`src/rtl/alu_issue_if.sv`:
```
// alu_issue_if: instruction handshake, ALU drive/return and writeback report
// bundle for the alu_issue stage. The stage uses the slave modport; the
// instruction source plus the ALU sit on the master side.
interface alu_issue_if #(
  parameter int unsigned DATA_W = 16
);
  logic              in_valid;
  logic              in_ready;
  logic [15:0]       in_instr;
  logic [DATA_W-1:0] alu_a;
  logic [DATA_W-1:0] alu_b;
  logic [DATA_W-1:0] alu_imm_val;
  logic              alu_imm;
  logic [3:0]        alu_func;
  logic [DATA_W-1:0] alu_out;
  logic              res_valid;
  logic [2:0]        res_rd;
  logic [DATA_W-1:0] res_data;
  logic              illegal;

  modport master (
    output in_valid, in_instr, alu_out,
    input  in_ready, alu_a, alu_b, alu_imm_val, alu_imm, alu_func,
    input  res_valid, res_rd, res_data, illegal
  );

  modport slave (
    input  in_valid, in_instr, alu_out,
    output in_ready, alu_a, alu_b, alu_imm_val, alu_imm, alu_func,
    output res_valid, res_rd, res_data, illegal
  );
endinterface

```
`src/rtl/alu_issue.sv`:
```
// alu_issue: decode/issue slot and writeback around the 16-bit microcpu ALU.
// Holds an 8x16 register file (r0 hardwired to zero). Dependent back-to-back
// instructions are resolved by forwarding alu_out when ALU_FWD_EN is defined,
// otherwise by a one-cycle stall on in_ready.
module alu_issue #(
  parameter int unsigned DATA_W = 16,
  parameter int unsigned IMM_W  = 6
) (
  input logic        clk,
  input logic        rst_n,
  alu_issue_if.slave bus
);
  localparam int unsigned NREG     = 8;
  localparam int unsigned RIDX_W   = 3;
  localparam int unsigned FUNC_W   = 4;
  localparam logic [FUNC_W-1:0] FUNC_MAX = FUNC_W'(5);

  // Issue slot and writeback state
  logic              slot_vld_q, slot_vld_d;
  logic [DATA_W-1:0] a_q, a_d;
  logic [DATA_W-1:0] b_q, b_d;
  logic [DATA_W-1:0] immv_q, immv_d;
  logic              imm_q, imm_d;
  logic [FUNC_W-1:0] func_q, func_d;
  logic [RIDX_W-1:0] rd_q, rd_d;
  logic [DATA_W-1:0] rf_q [NREG];
  logic              res_valid_q;
  logic [RIDX_W-1:0] res_rd_q;
  logic [DATA_W-1:0] res_data_q;
  logic              illegal_q;

  // Decode of the incoming word
  logic              is_imm_c;
  logic [RIDX_W-1:0] op_c, rd_c, ra_c, rb_c;
  logic [DATA_W-1:0] imm_ext_c;
  logic [DATA_W-1:0] rf_a_c, rf_b_c, opa_c, opb_c;
  logic              wb_c, dep_a_c, dep_b_c, accept_c;

  assign is_imm_c  = bus.in_instr[15];
  assign op_c      = bus.in_instr[14:12];
  assign rd_c      = bus.in_instr[11:9];
  assign ra_c      = bus.in_instr[8:6];
  assign rb_c      = is_imm_c ? bus.in_instr[8:6] : bus.in_instr[5:3];
  assign imm_ext_c = {{(DATA_W-IMM_W){bus.in_instr[IMM_W-1]}}, bus.in_instr[IMM_W-1:0]};

  // Slot instruction retires (writes back) at the next edge
  assign wb_c = slot_vld_q && (func_q <= FUNC_MAX);

  // Incoming sources that depend on the retiring destination
  assign dep_a_c = wb_c && (rd_q != '0) && !is_imm_c && (ra_c == rd_q);
  assign dep_b_c = wb_c && (rd_q != '0) && (rb_c == rd_q);

  assign rf_a_c = (ra_c == '0) ? '0 : rf_q[ra_c];
  assign rf_b_c = (rb_c == '0) ? '0 : rf_q[rb_c];

`ifdef ALU_FWD_EN
  // Dependent operands take the live ALU result; never stall
  assign bus.in_ready = 1'b1;
  assign opa_c        = dep_a_c ? bus.alu_out : rf_a_c;
  assign opb_c        = dep_b_c ? bus.alu_out : rf_b_c;
`else
  // Hold a dependent instruction one cycle until the writeback has landed
  assign bus.in_ready = !(bus.in_valid && (dep_a_c || dep_b_c));
  assign opa_c        = rf_a_c;
  assign opb_c        = rf_b_c;
`endif

  assign accept_c = bus.in_valid && bus.in_ready;

  // Next slot contents: latch on accept, otherwise empty
  always_comb begin
    slot_vld_d = 1'b0;
    a_d        = '0;
    b_d        = '0;
    immv_d     = '0;
    imm_d      = 1'b0;
    func_d     = '0;
    rd_d       = '0;
    if (accept_c) begin
      slot_vld_d = 1'b1;
      a_d        = is_imm_c ? '0 : opa_c;
      b_d        = opb_c;
      immv_d     = is_imm_c ? imm_ext_c : '0;
      imm_d      = is_imm_c;
      func_d     = {1'b0, op_c};
      rd_d       = rd_c;
    end
  end

  // Issue slot register
  always_ff @(posedge clk or negedge rst_n) begin
    if (!rst_n) begin
      slot_vld_q <= 1'b0;
      a_q        <= '0;
      b_q        <= '0;
      immv_q     <= '0;
      imm_q      <= 1'b0;
      func_q     <= '0;
      rd_q       <= '0;
    end else begin
      slot_vld_q <= slot_vld_d;
      a_q        <= a_d;
      b_q        <= b_d;
      immv_q     <= immv_d;
      imm_q      <= imm_d;
      func_q     <= func_d;
      rd_q       <= rd_d;
    end
  end

  // Writeback into the register file, result report and sticky illegal flag
  always_ff @(posedge clk or negedge rst_n) begin
    if (!rst_n) begin
      for (int i = 0; i < int'(NREG); i++) rf_q[i] <= '0;
      res_valid_q <= 1'b0;
      res_rd_q    <= '0;
      res_data_q  <= '0;
      illegal_q   <= 1'b0;
    end else begin
      res_valid_q <= wb_c;
      if (wb_c) begin
        res_rd_q   <= rd_q;
        res_data_q <= bus.alu_out;
        if (rd_q != '0) rf_q[rd_q] <= bus.alu_out;
      end
      if (slot_vld_q && !wb_c) illegal_q <= 1'b1;
    end
  end

  assign bus.alu_a       = a_q;
  assign bus.alu_b       = b_q;
  assign bus.alu_imm_val = immv_q;
  assign bus.alu_imm     = imm_q;
  assign bus.alu_func    = func_q;
  assign bus.res_valid   = res_valid_q;
  assign bus.res_rd      = res_rd_q;
  assign bus.res_data    = res_data_q;
  assign bus.illegal     = illegal_q;
endmodule

```
`src/flat_wrapper.sv`:
```
// flat-port wrapper written by rule: the top's interface ports become plain ports
module alu_issue_flat 
#(
  parameter int unsigned DATA_W = 16,
  parameter int unsigned IMM_W  = 6
)
  (clk, rst_n, bus_in_valid, bus_in_instr, bus_alu_out, bus_in_ready, bus_alu_a, bus_alu_b, bus_alu_imm_val, bus_alu_imm, bus_alu_func, bus_res_valid, bus_res_rd, bus_res_data, bus_illegal);
  alu_issue_if #(.DATA_W(DATA_W)) bus_i ();
  input logic clk;
  input logic rst_n;
  input wire logic [$bits(bus_i.in_valid)-1:0] bus_in_valid;
  input wire logic [$bits(bus_i.in_instr)-1:0] bus_in_instr;
  input wire logic [$bits(bus_i.alu_out)-1:0] bus_alu_out;
  output wire logic [$bits(bus_i.in_ready)-1:0] bus_in_ready;
  output wire logic [$bits(bus_i.alu_a)-1:0] bus_alu_a;
  output wire logic [$bits(bus_i.alu_b)-1:0] bus_alu_b;
  output wire logic [$bits(bus_i.alu_imm_val)-1:0] bus_alu_imm_val;
  output wire logic [$bits(bus_i.alu_imm)-1:0] bus_alu_imm;
  output wire logic [$bits(bus_i.alu_func)-1:0] bus_alu_func;
  output wire logic [$bits(bus_i.res_valid)-1:0] bus_res_valid;
  output wire logic [$bits(bus_i.res_rd)-1:0] bus_res_rd;
  output wire logic [$bits(bus_i.res_data)-1:0] bus_res_data;
  output wire logic [$bits(bus_i.illegal)-1:0] bus_illegal;
  assign bus_i.in_valid = bus_in_valid;
  assign bus_i.in_instr = bus_in_instr;
  assign bus_i.alu_out = bus_alu_out;
  assign bus_in_ready = bus_i.in_ready;
  assign bus_alu_a = bus_i.alu_a;
  assign bus_alu_b = bus_i.alu_b;
  assign bus_alu_imm_val = bus_i.alu_imm_val;
  assign bus_alu_imm = bus_i.alu_imm;
  assign bus_alu_func = bus_i.alu_func;
  assign bus_res_valid = bus_i.res_valid;
  assign bus_res_rd = bus_i.res_rd;
  assign bus_res_data = bus_i.res_data;
  assign bus_illegal = bus_i.illegal;
  alu_issue #(.DATA_W(DATA_W), .IMM_W(IMM_W)) u_core (.clk(clk), .rst_n(rst_n), .bus(bus_i));
endmodule
```
`config.mk`:
```
export PLATFORM = sky130hd
export DESIGN_NAME = alu_issue_flat
export DESIGN_NICKNAME = d
export VERILOG_FILES = /design/src/rtl/alu_issue_if.sv /design/src/rtl/alu_issue.sv /design/src/flat_wrapper.sv
export SDC_FILE = /design/constraint.sdc
export NUM_CORES = 1
export LEC_CHECK = 0
export BUFFER_PORTS_ARGS = -buffer_cell sky130_fd_sc_hd__buf_2
export CELL_PAD_IN_SITES_DETAIL_PLACEMENT = 0
export CELL_PAD_IN_SITES_GLOBAL_PLACEMENT = 1
export CORE_MARGIN = 1
export CORE_UTILIZATION = 35
export CTS_CLUSTER_SIZE = 10
export DETAILED_ROUTE_END_ITERATION = 8
export PLACE_DENSITY = 0.74
export SKIP_CTS_REPAIR_TIMING = 1
export SLEW_MARGIN = 5
export SYNTH_ARGS = -nofsm -noshare
export SYNTH_HDL_FRONTEND = slang
export SYNTH_SLANG_ARGS = --single-unit
```
`constraint.sdc`:
```
create_clock -name clk -period 2.5 [get_ports clk]
set_input_delay 0.5 -clock clk [delete_from_list [all_inputs] [get_ports clk]]
set_output_delay 0.5 -clock clk [all_outputs]
set_load 0.01 [all_outputs]
```
Word-level counts from Yosys, hierarchy flattened

Index checks and enable logic that the tools add are counted.

Flip-flop bits (word level): 205
Input port bits: 35
Output and inout bits: 75

Order comparisons: 5
Equal/unequal tests: 2
Multiplexer cells: 21
Bitwise gates (word level): 3
Reductions and logical operators: 17

Operators with widths:

| operator                                                 | count |
|---|---|
| 2-to-1 mux 16 bit                                        | 12 |
| bitwise mux 128 bit                                      | 1 |
| binary-select mux 16 bit (select 3 bit)                  | 2 |
| demux 16 bit (select 3 bit)                              | 1 |
| greater-or-equal comparator 4 bit, second input constant | 3 |
| inverter 3 -> 4 bit                                      | 3 |
| logical AND 1 bit                                        | 9 |
| 2-to-1 mux 3 bit                                         | 3 |
| == test 3 bit                                            | 2 |
| zero test 3 bit                                          | 2 |
| < comparator 4 x 1 -> 1 bit, second input constant       | 1 |
| less-or-equal comparator 3 bit, second input constant    | 1 |
| zero test 1 bit                                          | 3 |
| nonzero test 3 bit                                       | 1 |
| 2-to-1 mux 1 bit                                         | 2 |
| AND reduction 2 bit                                      | 1 |
| logical OR 1 bit                                         | 1 |

Depth between registers and ports, before layout

Gate-level depths: netlist (run 1).

Word-level depth: 10
Depth in mapped cells: 7
Gate-level depth less buffers: 4

Worst setup path before layout (run 1)

No wires, ideal clock.

Kind: input port to flip-flop
Start point: input port bus_in_instr[15]
End point: register u_core.b_q[0] (netlist: u_core.bus.alu_b[0])
Data arrival time: 2.035 ns
Path slack: 0.311 ns
Stages: 6
Cell sequence: buf_4 mux2_2 xor2_1 o41ai_4 buf_6 a211oi_1

Cells in the longest elaborated chain, start to end: 8

Ends and longest elaborated chain:

| item                                                                            | RTL line           | source |
|---|---|---|
| start: declaration                                                              | flat_wrapper.sv:12 | `input wire logic [$bits(bus_i.in_instr)-1:0] bus_in_instr;` |
| branches (longest 7 deep; another with binary-select mux 16 bit (select 3 bit)) | -                  |  |
| 2-to-1 mux 16 bit *                                                             | alu_issue.sv:79    | `if (accept_c) begin` |
| named net u_core.b_d[0]                                                         | alu_issue.sv:21    | `logic [DATA_W-1:0] b_q, b_d;` |
| end signal: assignment                                                          | alu_issue.sv:95    | `b_q <= '0;` |
| end signal: assignment                                                          | alu_issue.sv:103   | `b_q <= b_d;` |
| end: declaration                                                                | alu_issue.sv:21    |  |

Mark *: on every way through the listed nets, which the timed path passes. The select of a mux whose other input is x is not followed.
A chain may end at the register's enable or synchronous reset.

Final worst setup path (run 1)

Start point: register u_core.func_q[2] (netlist: u_core.bus.alu_func[2])
End point: output port bus_in_ready

Cells in the longest elaborated chain, start to end: 8

Ends and longest elaborated chain:

| item                             | RTL line                         | source |
|---|---|---|
| start: declaration               | alu_issue.sv:24                  | `logic [FUNC_W-1:0] func_q, func_d;` |
| start signal: assignment         | alu_issue.sv:106                 | `func_q <= func_d;` |
| less-or-equal comparator 3 bit * | alu_issue.sv:47                  | `assign wb_c = slot_vld_q && (func_q <= FUNC_MAX);` |
| logical AND 1 bit *              | alu_issue.sv:47                  |  |
| logical AND 1 bit *              | alu_issue.sv:50, alu_issue.sv:51 |  |
| logical AND 1 bit (2 in a row)   | alu_issue.sv:50                  | `assign dep_a_c = wb_c && (rd_q != '0) && !is_imm_c && (ra_c == rd_q);` |
| logical OR 1 bit *               | alu_issue.sv:63                  | `assign bus.in_ready = !(bus.in_valid && (dep_a_c \|\| dep_b_c));` |
| logical AND 1 bit *              | alu_issue.sv:63                  |  |
| zero test 1 bit *                | alu_issue.sv:63                  |  |
| end: declaration                 | flat_wrapper.sv:14               | `output wire logic [$bits(bus_i.in_ready)-1:0] bus_in_ready;` |

Every way passes the cells marked *; elsewhere a longest branch is shown, timed or not.

==> results of run 1 <==
-- report_power, final --
part           internal [µW]  switching (µW)  leakage (µW)
clock                   1490            1050      0.000279
combinational           1040             725       0.00197
sequential              3530             459       0.00219
-- final timing paths --
path                       slack (ns)  cells past startpoint                    from                        end
min in group clk                 0.29                      3         bus_in_instr[0]  u_core.bus.alu_imm_val[0]
max in group asynchronous        1.76                      2                   rst_n          u_core.slot_vld_q
hold / removal                   0.04                      1                   rst_n     u_core.bus.res_data[9]
setup / recovery                 0.18                      5  u_core.bus.alu_func[2]               bus_in_ready
setup reg to reg                 0.44                      5  u_core.bus.alu_func[2]           u_core.rf_q[100]
hold reg to reg                  0.47                      1      u_core.bus.illegal         u_core.bus.illegal
-- flip-flops by register name, summed over array words and instances, names as in the netlist --
name	cells
u_core.bus.alu_func	3
u_core.rf_q	112
u_core.bus.res_rd	3
u_core.bus.res_data	16
u_core.bus.alu_imm	1
u_core.bus.alu_imm_val	6
u_core.bus.alu_a	16
u_core.slot_vld_q	1
u_core.bus.alu_b	16
u_core.bus.illegal	1
u_core.rd_q	3
u_core.bus.res_valid	1
-- synthesized netlist by cell type (6+ instances only) --
master,n
dfrtp_1,179
mux2_2,163
mux2i_1,35
clkbuf_1,26
a22oi_1,17
a211oi_1,16
mux4_2,16
nor2b_1,16
nor4_1,16
o22a_1,16
a221oi_1,15
buf_4,15
buf_2,12
inv_1,9
nor3_1,9
nor3b_1,6
-- area by class of cell --
cell class / count / area (µm²)
clock buffer: 25 / 505
clock inverter: 5 / 50.0
fill: 2195 / 13600
inverter: 9 / 33.8
multi-input combinational: 357 / 3680
sequential: 179 / 4480
tap: 319 / 399
timing repair buffer: 142 / 877
-- critical path: cells and delay by family (launching register included) --
family	cells	cell delay [ns]
AO/OA/AOI/OAI	3	0.72
buffers and inverters	2	0.25
flip-flops	1	0.43
-- layout by cell type (no fill, tap or decap), types with 2 or more instances in the layout --
cell type and instances:
dfrtp_1 176, mux2_2 163, buf_2 107, mux2i_1 35, buf_4 28, a22oi_1 17, clkbuf_16 17, nor2b_1 16
o22a_1 16, a211oi_1 16, mux4_2 16, a221oi_1 15, nor4_1 15, inv_1 9, nor3_1 9, nor3b_1 6
buf_12 6, clkbuf_8 5, nand2_1 4, clkinv_2 4, xor2_1 3, xnor2_1 3, nor2_1 3, clkbuf_1 3
dfrtp_2 3, nand4b_1 2, nor4bb_4 2
-- through the flow --
step | util | hold slack [ns] | cell area, µm² | total power [µW] | cells
floorplan | - | 0.204 | 8450 | 5190 | 604
global placement | 0.401 | 0.452 | 9470 | 5770 | 1006
detailed placement | 0.401 | 0.456 | 9470 | 5810 | 1006
CTS | 0.424 | 0.0628 | 10000 | 8380 | 1036
global route | 0.425 | 0.0769 | 10000 | 8730 | 1036
finish | 0.425 | 0.0402 | 10000 | 8290 | 1036
-- routing by layer --
layer / share of wire / GRT usage / vias up
met5: 0 / 0 / -
met2: 0.48 / 0.294 / 164
met3: 0.054 / 0.0339 / 16
met4: 0.012 / 0.0610 / 0
li1: - / - / 2465
met1: 0.45 / 0.248 / 2889
-- cell families (layout without fill, tap and decap cells) --
logic type	count (synthesis)	count (layout)	synth area share
other cells	1	1	0.000444
compound gates	72	72	0.0721
xor+xnor	6	6	0.00622
buf+inv	68	181	0.0422
mux	215	215	0.303
flops	179	179	0.530
simple gates	63	63	0.0465
==> metrics.yaml, run 1 <==
status: "finished, final reports clean"
yosysTopAreaCell: "dfrtp_1"
grt_pass1_wl_um: 33400
worstPathArrival_ns: 1.82
coreArea_um2: 23600
slowest_delay_ns: 0.43
setup_ws_ns: 0.182
synth-seq-cells: 179
setup_viol: 0
die_area_um2: 24800
max_freq_ghz: 0.431
clk_latency_ns: 0.42
antenna_left: 0
wl_per_cell_um: 20.8
hold_path.class: "in -> async"
p_leak_uw: 0.00444
dieWidth_um: 157
maxSlewViolCount: 0
gp_congestion: 0.761
clock_path_buffers: 2
relSlewSlack: 0.334
synth-seq-area-share: 0.530
ys.flop_type: "dfrtp_1"
synth_cell_types: 39
die_h_um: 157
ir_drop_mv: 0.429
path_max_fanout: 12
hpwl_um: 13600
synth_top_area_frac: 0.530
grtUsageTotal: 0.183
pin_count: 110
num_rows: 56
root_buffer: "clkbuf_16"
critical_path_required_ns: 2.00
crit_path_end_kind: "primary output"
cts_tree: "yes"
viasPerCell: 5.34
htreeDepth: 4
synthesis.nets: 639
clock_skew_ns: 0.00862
antenna_found_initial: 0
async_reset_ff_frac: 1.00
synth_area_leaders: "dfrtp_1, mux2_2, mux4_2"
diodes: 0
drcViolationCount: 0
syn_inst: 604
numCtsBuffers: 17
path_cells: "a21boi_4, o31ai_4, inv_1, o211ai_1, buf_2"
tns_ns: 0
yosys_warnings: 0
num_vias: 5534
worst_slew_pin_slew_ns: 0.999
cts_sinks: 179
clk_pin_slew_ns: 0.06
cp-start-kind: "flip-flop"
fin_nets: 741
p_per_area_nw_per_um2: 827
rsz0062_at_grt: "no"
period_minus_slack_ns: 2.32
avgSynthCellArea_um2: 14.0
synth_edf_count: 0
grt_pass1_vias: 5497
syn2layout_area_growth_pct: 18.7
drt_wl_total_um: 21500
start_util: 0.358
drt_iter0_drc: 269
worst_path_max_delay_cell: "dfrtp_1"
timing_worst_setup_path_type: "reg -> out"
portBuffers: 108
drt_first_pass_iters: 4
drive_above_1_share: 0.503
cap_viol_max_count: 0
hold_viol_final: 0
grt_start_max_net_pins: 57
min_period_over_period: 0.927
dp_worst_setup_slack_ns: 0.103
syn-cell-area_um2: 8450
grt_overflow: 0
(Power assumes the default switching activity.)
==> inputs of run 2 (changes only) <==
clock period = 2.9 ns   (was 2.5 ns; I/O delays follow)
==> metrics.yaml, run 2 (synthesis gave the netlist of run 1 again) <==
timing_worst_setup_path_type: "in -> out"
viasPerCell: 5.28  # -1.2%
dieWidth_um: 157  # unchanged
relSlewSlack: 0.368  # +0.0338
p_per_area_nw_per_um2: 721  # -13%
portBuffers: 108  # unchanged
num_vias: 5473  # -1.1%
gp_congestion: 0.764  # +0.47%
ir_drop_mv: 0.356  # -17%
mostFrequentLayoutCell: "dfrtp_1"
fin_nets: 740  # -0.13%
hpwl_um: 13800  # +1.2%
cap_viol_max_count: 0  # unchanged
hold_viol_final: 0  # unchanged
wl_per_cell_um: 20.8  # +0.15%
clock_path_buffers: 2  # unchanged
cts_tree: "yes"
drcViolationCount: 0  # unchanged
crit_path_end_kind: "primary output"
worstPathArrival_ns: 1.97  # +0.15 ns
drt_first_pass_iters: 4  # unchanged
die_h_um: 157  # unchanged
grtUsageTotal: 0.185  # +0.00162
drt_iter0_drc: 276  # +2.6%
syn2layout_area_growth_pct: 18.1
path_max_fanout: 10  # -2
antenna_left: 0  # unchanged
numCtsBuffers: 17  # unchanged
diodes: 0  # unchanged
path_cells: "buf_2, mux2_2, xor2_1, nor3_1, o211ai_1, buf_2"
antenna_found_initial: 0  # unchanged
worst_slew_pin_slew_ns: 0.948  # -0.0507 ns
nFillCells: 2199  # +0.18%
maxSlewViolCount: 0  # unchanged
die_area_um2: 24800  # unchanged
drt_wl_total_um: 21600  # +0.25%
coreArea_um2: 23600  # unchanged
grt_overflow: 0  # unchanged
cts_sinks: 179  # unchanged
grt_start_max_net_pins: 94  # +65%
regMostFlops: "u_core.rf_q"
htreeDepth: 4  # unchanged
regArea_um2: 4480  # about the same
p_leak_uw: 0.00441  # -0.61%
clk_pin_slew_ns: 0.06  # about the same
setup_viol: 0  # unchanged
largest_reg_flops: 112  # unchanged
clock_skew_ns: 0.0149  # +0.00631 ns
place_area_um2: 9410  # -0.61%
worst_path_max_delay_cell: "mux2_2"
critical_path_required_ns: 2.32  # +0.32 ns
num_rows: 56  # unchanged
final_cell_mix: "dfrtp_1, mux2_2, buf_2"
status: "finished, final reports clean"
grt_pass1_wl_um: 33500  # +0.27%
final_core_utilization: 0.423  # -0.00207
multiInputGateArea_um2: 3680  # -0.24%
tns_ns: 0  # unchanged
pin_count: 110  # unchanged
start_util: 0.358  # unchanged
max_freq_ghz: 0.392
drive_above_1_share: 0.504  # +0.000692
clk_latency_ns: 0.44  # +0.02 ns
rsz0062_at_grt: "no"
design_area_um2: 9980  # -0.49%
path_common_cell: "buf_2"
cp-start-kind: "input pin"
min_period_over_period: 0.879
r2r_cells: 4  # -1
root_buffer: "clkbuf_16"
hold_path.class: "in -> async"
period_minus_slack_ns: 2.55
grt_pass1_vias: 5504  # +0.13%
slowest_delay_ns: 0.40  # -0.03 ns
-- run 2: cell types whose count changed in the layout (fill, tap and decap cells not counted) --
| cell | before | now |
|---|---|---|
| dfrtp_2 | 3 | 0 |
| o31ai_2 | 1 | 2 |
| inv_6 | 0 | 3 |
| buf_12 | 6 | 2 |
| clkbuf_1 | 3 | 0 |
| clkbuf_8 | 5 | 2 |
| clkinv_2 | 4 | 2 |
| clkinvlp_4 | 0 | 3 |
| clkinv_4 | 0 | 4 |
| dfrtp_1 | 176 | 179 |
| buf_4 | 28 | 31 |
| o31ai_4 | 1 | 0 |
-- run 2: final timing paths --
kind	from	end	slack, ns
setup / recovery	bus_in_instr[15]	bus_in_ready	0.35
hold / removal	rst_n	u_core.rf_q[25]	0.08
setup reg to reg	u_core.bus.alu_func[2]	u_core.rf_q[58]	0.73
hold reg to reg	u_core.bus.illegal	u_core.bus.illegal	0.47
max in group asynchronous	rst_n	u_core.bus.alu_b[11]	1.95
min in group clk	bus_in_instr[2]	u_core.bus.alu_imm_val[2]	0.34
-- run 2: layout make-up --
class,instances,share of cell area
Sequential cell,179,0.449
Multi-Input combinational cell,357,0.368
Timing Repair Buffer,141,0.0821
Clock buffer,19,0.0454
Tap cell,319,0.0400
Clock inverter,13,0.0124
Inverter,9,0.00338
-- run 2: layer usage --
layer | GRT usage | share of wire | vias up
met3 | 0.0471 | 0.054 | 15
met4 | 0.0527 | 0.012 | 0
met1 | 0.246 | 0.45 | 2848
met5 | 0 | 0 | -
li1 | - | - | 2475
met2 | 0.296 | 0.48 | 135
-- run 2: through the flow --
stage	hold slack, ns	cells	total power, µW	setup slack [ns]
final	0.0777	1037	7200	0.352
after global routing	0.0997	1037	7580	0.255
after CTS	0.0873	1037	7270	0.323
after detailed placement	0.453	1005	5000	0.146
after global placement	0.445	1005	4960	0.154
after floorplan	0.284	604	4470	0.619
-- run 2: critical path: cells and delay by family --
family	cells	cell delay (ns)
buf+inv	2	0.39
simple gates	1	0.10
mux	1	0.40
xor+xnor	1	0.27
compound gates	1	0.23
-- run 2: where the power goes --
part / switching [µW] / internal, µW / total (µW)
Sequential: 394 / 3040 / 3440
Combinational: 625 / 880 / 1500
Clock: 1020 / 1240 / 2260
Total: 2040 / 5160 / 7200
